--- src/rtl/capa_salida_rr.sv ---
// Egress stage: round-robin drains four blue FIFOs onto one tagged 12-bit valid/ready link (`SALIDA_PARITY_EN adds parity).
// Latency: ARB decision at t, pop at t+1, valid_out at t+3; at most one word per 4 cycles.
// Backpressure: SEND holds the word stable until ready_in; no new pop is issued meanwhile.
module capa_salida_rr #(
  parameter int DW    = 12,
  parameter int NPORT = 4,
  parameter int CNT_W = 8
) (
  input  logic             clk,
  input  logic             reset,
  input  logic             Enable,
  input  logic [NPORT-1:0] empty_azul,
  input  logic [DW-1:0]    data_azul_p0,
  input  logic [DW-1:0]    data_azul_p1,
  input  logic [DW-1:0]    data_azul_p2,
  input  logic [DW-1:0]    data_azul_p3,
  output logic [NPORT-1:0] pop_azul,
  output logic [DW-1:0]    data_out,
  output logic [1:0]       port_out,
  output logic             valid_out,
  input  logic             ready_in,
  output logic             misroute,
  output logic [CNT_W-1:0] word_cnt,
  output logic             idle
`ifdef SALIDA_PARITY_EN
  ,
  input  logic [NPORT-1:0] par_in,
  output logic             par_out,
  output logic             par_err_seen
`endif
);

  typedef enum logic [1:0] {ARB, POP, CAP, SEND} state_t;

  state_t          state, state_nxt;
  logic [1:0]      sel, rr_ptr, grant, cand;
  logic            grant_vld;
  logic [DW-1:0]   data_azul [NPORT];
  logic [DW-1:0]   word_sel;

  assign data_azul[0] = data_azul_p0;
  assign data_azul[1] = data_azul_p1;
  assign data_azul[2] = data_azul_p2;
  assign data_azul[3] = data_azul_p3;
  assign word_sel     = data_azul[sel];

  // Search starts just after the last served port; i=4 wraps back to rr_ptr itself.
  always_comb begin
    grant     = '0;
    grant_vld = 1'b0;
    cand      = '0;
    for (int i = 1; i <= NPORT; i++) begin
      cand = rr_ptr + 2'(i);
      if (!grant_vld && !empty_azul[cand]) begin
        grant     = cand;
        grant_vld = 1'b1;
      end
    end
  end

  always_comb begin
    state_nxt = state;
    pop_azul  = '0;
    case (state)
      ARB:  if (Enable && grant_vld) state_nxt = POP;
      POP: begin
        pop_azul[sel] = 1'b1;
        state_nxt     = CAP;
      end
      CAP:  state_nxt = SEND;
      SEND: if (ready_in) state_nxt = ARB;
      default: state_nxt = ARB;
    endcase
  end

  always_ff @(posedge clk) begin
    if (reset) state <= ARB;
    else       state <= state_nxt;
  end

  // Reset during POP/CAP/SEND drops the in-flight word; the FIFO has already been popped.
  always_ff @(posedge clk) begin
    if (reset) begin
      sel          <= '0;
      rr_ptr       <= 2'd3;
      data_out     <= '0;
      port_out     <= '0;
      valid_out    <= 1'b0;
      misroute     <= 1'b0;
      word_cnt     <= '0;
`ifdef SALIDA_PARITY_EN
      par_out      <= 1'b0;
      par_err_seen <= 1'b0;
`endif
    end else begin
      case (state)
        ARB: if (Enable && grant_vld) sel <= grant;
        CAP: begin
          data_out  <= word_sel;
          port_out  <= sel;
          valid_out <= 1'b1;
          if (word_sel[9:8] != sel) misroute <= 1'b1;
`ifdef SALIDA_PARITY_EN
          par_out <= ^word_sel;
          if ((^word_sel) != par_in[sel]) par_err_seen <= 1'b1;
`endif
        end
        SEND: begin
          if (ready_in) begin
            valid_out <= 1'b0;
            rr_ptr    <= sel;
            word_cnt  <= word_cnt + 1'b1;
          end
        end
        default: ;
      endcase
    end
  end

  assign idle = (state == ARB) && (&empty_azul);

endmodule

--- config.mk ---
export PLATFORM = sky130hd
export DESIGN_NAME = capa_salida_rr
export DESIGN_NICKNAME = d
export VERILOG_FILES = /design/src/rtl/capa_salida_rr.sv
export SDC_FILE = /design/constraint.sdc
export NUM_CORES = 1
export LEC_CHECK = 0
export CAP_MARGIN = 20
export CORE_MARGIN = 5
export CORE_UTILIZATION = 33
export DETAILED_ROUTE_END_ITERATION = 12
export PLACE_DENSITY = 0.71
export SLEW_MARGIN = 40
export SYNTH_ARGS = -nofsm -noshare
export SYNTH_HDL_FRONTEND = slang
export SYNTH_SLANG_ARGS = --single-unit
--- constraint.sdc ---
create_clock -name clk -period 1.25 [get_ports clk]
set_input_delay 0.25 -clock clk [delete_from_list [all_inputs] [get_ports clk]]
set_output_delay 0.25 -clock clk [all_outputs]
set_load 0.05 [all_outputs]
# Word level (Yosys, flattened, before mapping)
# Index checks and enable logic that the tools add are counted.
dict set report totals {
  ff_bits 30
  latchBits 0
  ram_bits 0
  romBits 0
  input_bits 56
  out_inout_bits 29
  word_cells 72
  mem_count 0
}
dict set report classes {
  n_addsub 4
  multipliers 0
  div_mod_pow 0
  n_lt_le_gt_ge 7
  eq_ne 6
  n_shift 0
  mux 27
  bitwise 1
  n_reduce_logical 19
}
# op n
set op_table {}
lappend op_table {{binary-select mux 12 bit (select 2 bit)} 1}
lappend op_table {{two-way mux 12 bit} 2}
lappend op_table {{< comparator 2 x 3 -> 1 bit, second input constant} 5}
lappend op_table {{two-way mux 2 bit} 6}
lappend op_table {{two-way mux 1 bit} 10}
lappend op_table {{AND reduction 2 bit} 5}
lappend op_table {{adder 8 x 1 -> 8 bit, second input constant} 1}
lappend op_table {{binary-select mux 1 bit (select 2 bit)} 4}
lappend op_table {{one-hot mux 2 bit (4 select lines)} 1}
lappend op_table {{logical AND 1 bit} 6}
lappend op_table {{logical NOT 1 bit} 5}
lappend op_table {{adder 2 bit, second input constant} 2}
lappend op_table {{equality test 2 bit, second input constant} 2}
lappend op_table {{two-way mux 4 bit} 1}
lappend op_table {{!= test 2 bit, second input constant} 2}
lappend op_table {{AND reduction 4 bit} 1}
lappend op_table {{>= comparator 3 bit, second input constant} 1}
lappend op_table {{NOT 2 -> 3 bit} 1}
lappend op_table {{adder 2 x 1 -> 2 bit, second input constant} 1}
lappend op_table {{demux 1 bit (select 2 bit)} 1}
lappend op_table {{equality test 2 x 1 -> 1 bit, second input constant} 1}
lappend op_table {{>= comparator 2 x 1 -> 1 bit, second input constant} 1}
lappend op_table {{logical NOT 2 bit} 1}
lappend op_table {{!= test 2 bit} 1}
lappend op_table {{other kinds (2)} 2}

# Logic depth before layout (Yosys ltp)
dict set report depth {
  ltp_word 15
  mapped_depth 6
  mapped_depth_nobuf 6
}

# Worst setup path after synthesis
# OpenSTA, ideal clock, no wires.
dict set report synth_timing {
  path_kind {register -> output}
  from {register sel[0]}
  to {output port pop_azul[0]}
  arrival_time_ns 1.865
  required_time_ns 1.000
  setup_slack_ns -0.865
  path_stages_with_launch 5
  n_path_buf 3
  cell_sequence {dfxtp_1 > buf_6 > buf_12 > buf_2 > nor3b_1}
}
dict set report synth_between {
  elab_chain_len 5
  word_cells_on_any_way 6
  classes_between {order compare (2); mux (3); reduce/logical (1)}
}
# element line
set synth_lines {}
lappend synth_lines {{from (decl)} 36} ;# logic [1:0] sel, rr_ptr, grant, cand;
lappend synth_lines {{from (signal assigned)} 97} ;# ARB: if (Enable && grant_vld) sel <= grant;
lappend synth_lines {{< comparator 2 x 3 -> 1 bit (not written as such) / >= comparator 2 x 1 -> 1 bit (equally long branches)} 67} ;# pop_azul[sel] = 1'b1;
lappend synth_lines {{logical AND 1 bit (not written as such)} 67}
lappend synth_lines {{two-way mux 1 bit (not written as such)} 67}
lappend synth_lines {{demux 1 bit (select 2 bit) (*)} 67}
lappend synth_lines {{two-way mux 4 bit (*)} 64} ;# case (state)
lappend synth_lines {{to (decl)} 17} ;# output logic [NPORT-1:0] pop_azul,
# Every way passes the cells marked *; elsewhere a longest branch is shown, timed or not.

# Final worst setup path
# Ends and elaborated chain as after synthesis.

==> flow_summary.yaml <==
die:
  num_io_pins: 85
  initial_core_util_pct: 33.5
  core_um2: 5040
  die_x_um: 81.5
  die_y_um: 81.5
  die_area_um2: 6640
  rows: 26
final_layout:
  final_nets: 334
  syn_to_final_growth_pct: 95.7
  finish.utilization_pct: 65.5
  antenna_cells: 0
  final_layout_size_suffix_gt1_share_pct: 38.7
setup_path:
  critPathTopFamily: "flip-flops"
  cp_num_buf_inv: 2
  cpPeakStageDelay_ns: 0.38
  arrival_ns: 1.21
  crit_fanout: 4
  critPathSlowestCell: "dfxtp_4"
  reg2reg_depth: 4
  critPathCaptureType: "primary output"
  start_kind: "register"
  crit_chain: "buf_4 -> nor3b_4 -> buf_6"
  crit_cells: 3
  critPathRequiredTime_ns: 1.00
  path_class: "register to primary output"
sta:
  max_freq_ghz: 0.687
  holdWs_ns: 0.496
  worst_slew_pin_slew_ns: 0.223
  grt_setup_unrepaired: "true"
  slew_headroom_pct: 84.9
  setup_ws_ns: -0.206
  setup_violations: 23
  timing_hold_violations_final: 0
  min_period_ns: 1.46
  fin_crit_sh_pct: 116
  fin_skew_ns: 0.00724
  slew_viol_final: 0
clocking:
  cts_tree: "yes"
  root_buffer: "clkbuf_8"
  ctsHoldBuffers: 0
  cts_sinks: 30
  numCtsBuffers: 5
  clk_latency_ns: 0.27
  cts.path.max_buffers: 2
  htreeDepth: 2
  cts.reportedPaths.clkPinSlew_ns: 0.07
global_routing:
  grt_max_degree: 14
  first_global_vias: 1743
  grt_use_total_pct: 15.2
  antenna_found_initial: 0
  grt-ovfl-total: 0
  grt_first_pass_wirelength_mm: 7.96
detailed_routing:
  wl_per_cell_um: 14.8
  m1WireLength_mm: 2.09
  drtPass1Iterations: 4
  highest_layer: "met4"
  via_per_inst: 4.81
  drt_iter0_drc: 49
  ant_nets: 0
  wl_mm: 5.10
  dr_wl_met3_um: 368
  num_vias: 1654
  drc: 0
  wl_met2_mm: 2.63
worst_hold_path:
  min_path_type: "register to register"
  whs_path_depth: 2
placed_design:
  portBuffers: 84
  place_congestion: 0.759
  hpwl_mm: 3.89
synthesis:
  syn_nets: 229
  syn_area_per_cell_um2: 10.0
  synth.distinct_cells: 35
  synth_top_area_share_pct: 35.6
  synth_top_cell_by_area: "dfxtp_1"
  synth_ff_type: "dfxtp_1"
  ys_warn_count: 0
  ys_seq_area_share_pct: 35.6
  synth_area_um2: 1690
  synth-seq-cells: 30
  synth-edff-count: 0
  yosys-top-cells-area: "dfxtp_1, mux4_2, mux2i_1"
  synth-async-reset-ratio_pct: 0
  syn_inst: 168
run:
  cap_violations: 0
run_status:
  status: "finished, violations left"
  violations: "negative setup slack"
pwr:
  powerDensity_nw_per_um2: 1460
  p_leak_nw: 1.26
  vdd_drop_max_v: 0.000838
==> registers in the layout, indices dropped and copies added (netlist names) <==
signal and cells:
misroute 1, data_out 12, word_cnt 8, state 2, rr_ptr 2, valid_out 1, sel 2, port_out 2
==> worst paths after layout <==
path	end	from	slack (ns)
setup / recovery	pop_azul[0]	sel[0]	-0.21
hold / removal	word_cnt[1]	word_cnt[1]	0.50
setup reg to reg	data_out[1]	sel[0]	-0.15
hold reg to reg	word_cnt[1]	word_cnt[1]	0.50
==> synthesized netlist by cell type (all sizes together) (3+ instances only) <==
master / n
and3: 4
nand3b: 3
nand2: 11
nor2b: 3
xor2: 6
mux4: 12
nor3b: 4
dfxtp: 30
o21ai: 3
ha: 5
nand4: 5
buf: 8
inv: 3
nor2: 29
mux2i: 15
clkbuf: 3
nand2b: 4
a21oi: 5
==> layout by cell type, fill, tap and decap left out, types with 2 or more instances in the layout <==
| master | Yosys | final |
|---|---|---|
| a31oi_1 | 2 | 2 |
| nand4_1 | 5 | 5 |
| nor2_2 | 0 | 2 |
| and3_1 | 4 | 2 |
| mux4_2 | 8 | 12 |
| o21ai_0 | 3 | 3 |
| mux2i_1 | 15 | 15 |
| xor2_1 | 6 | 6 |
| clkbuf_16 | 0 | 2 |
| dfxtp_4 | 0 | 2 |
| inv_2 | 0 | 3 |
| buf_12 | 1 | 32 |
| nor2_1 | 29 | 26 |
| nor3b_2 | 0 | 2 |
| a21oi_1 | 5 | 5 |
| ha_2 | 0 | 2 |
| nand3b_1 | 3 | 3 |
| dfxtp_2 | 0 | 9 |
| ha_4 | 0 | 2 |
| dfxtp_1 | 30 | 19 |
| nand2_1 | 11 | 11 |
| buf_6 | 1 | 3 |
| nand2b_1 | 4 | 4 |
| clkbuf_8 | 0 | 6 |
| buf_4 | 0 | 16 |
| clkdlybuf4s50_1 | 0 | 51 |
| nor2b_1 | 3 | 2 |
| dlygate4sd2_1 | 0 | 4 |
==> layout make-up <==
type	instances	area (µm²)
inverters	3	11.3
clock buffers	7	86.3
fillers	393	1740
flip-flops and latches	30	619
clock inverters	1	5.00
multi-input cells	124	1090
well taps	70	87.6
repair buffers	109	1410
==> metrics by stage <==
step	instances	setup TNS [ns]	instance area (µm²)	power [mW]	setup WS, ns
after CTS	342	-2.15	3190	4.69	-0.216
final	344	-2.43	3300	4.82	-0.206
after floorplan	168	-1.12	1740	2.65	-0.176
after global placement	331	-5.47	3040	3.67	-0.264
after global routing	344	-4.21	3300	5.08	-0.269
after detailed placement	331	-5.76	3040	3.71	-0.337
==> worst min-delay path, stage by stage (launching register included) <==
cell     delay (ns)
dfxtp_2        0.35
nand2_1        0.06
a21oi_1        0.05
==> kinds of logic (layout without fill, tap and decap cells) <==
logic type	Yosys count	after routing	share of synthesized area, %
adders and majority gates	5	5	3.71
DFF	30	30	35.6
and+or+nand+nor	68	68	19.9
AOI/OAI and AO/OA	16	16	5.78
xor gates and xnor gates	7	7	3.63
muxes	28	28	26.5
buffers and inverters	14	120	4.89
==> metal layers <==
metal  vias to the layer above  global-route usage, %
met5                         -                      0
met3                         2                   4.93
met4                         0                   2.53
met1                       791                   19.0
met2                        50                   26.0
li1                        811                      -
==> timing repair <==
action	CTS	global route
pin swaps	5	10
resized for setup	29	15
setup buffers	3	1
gates cloned	0	2
setup endpoints to repair	30	33
hold endpoints to repair	0	0
==> power by group <==
group | internal, mW | switching, mW | leakage, nW | total (mW)
registers | 1.14 | 0.204 | 0.248 | 1.34
clock network | 0.444 | 0.349 | 0.0482 | 0.793
logic | 1.49 | 1.19 | 0.968 | 2.68
Power figures use the tool's default switching activity.
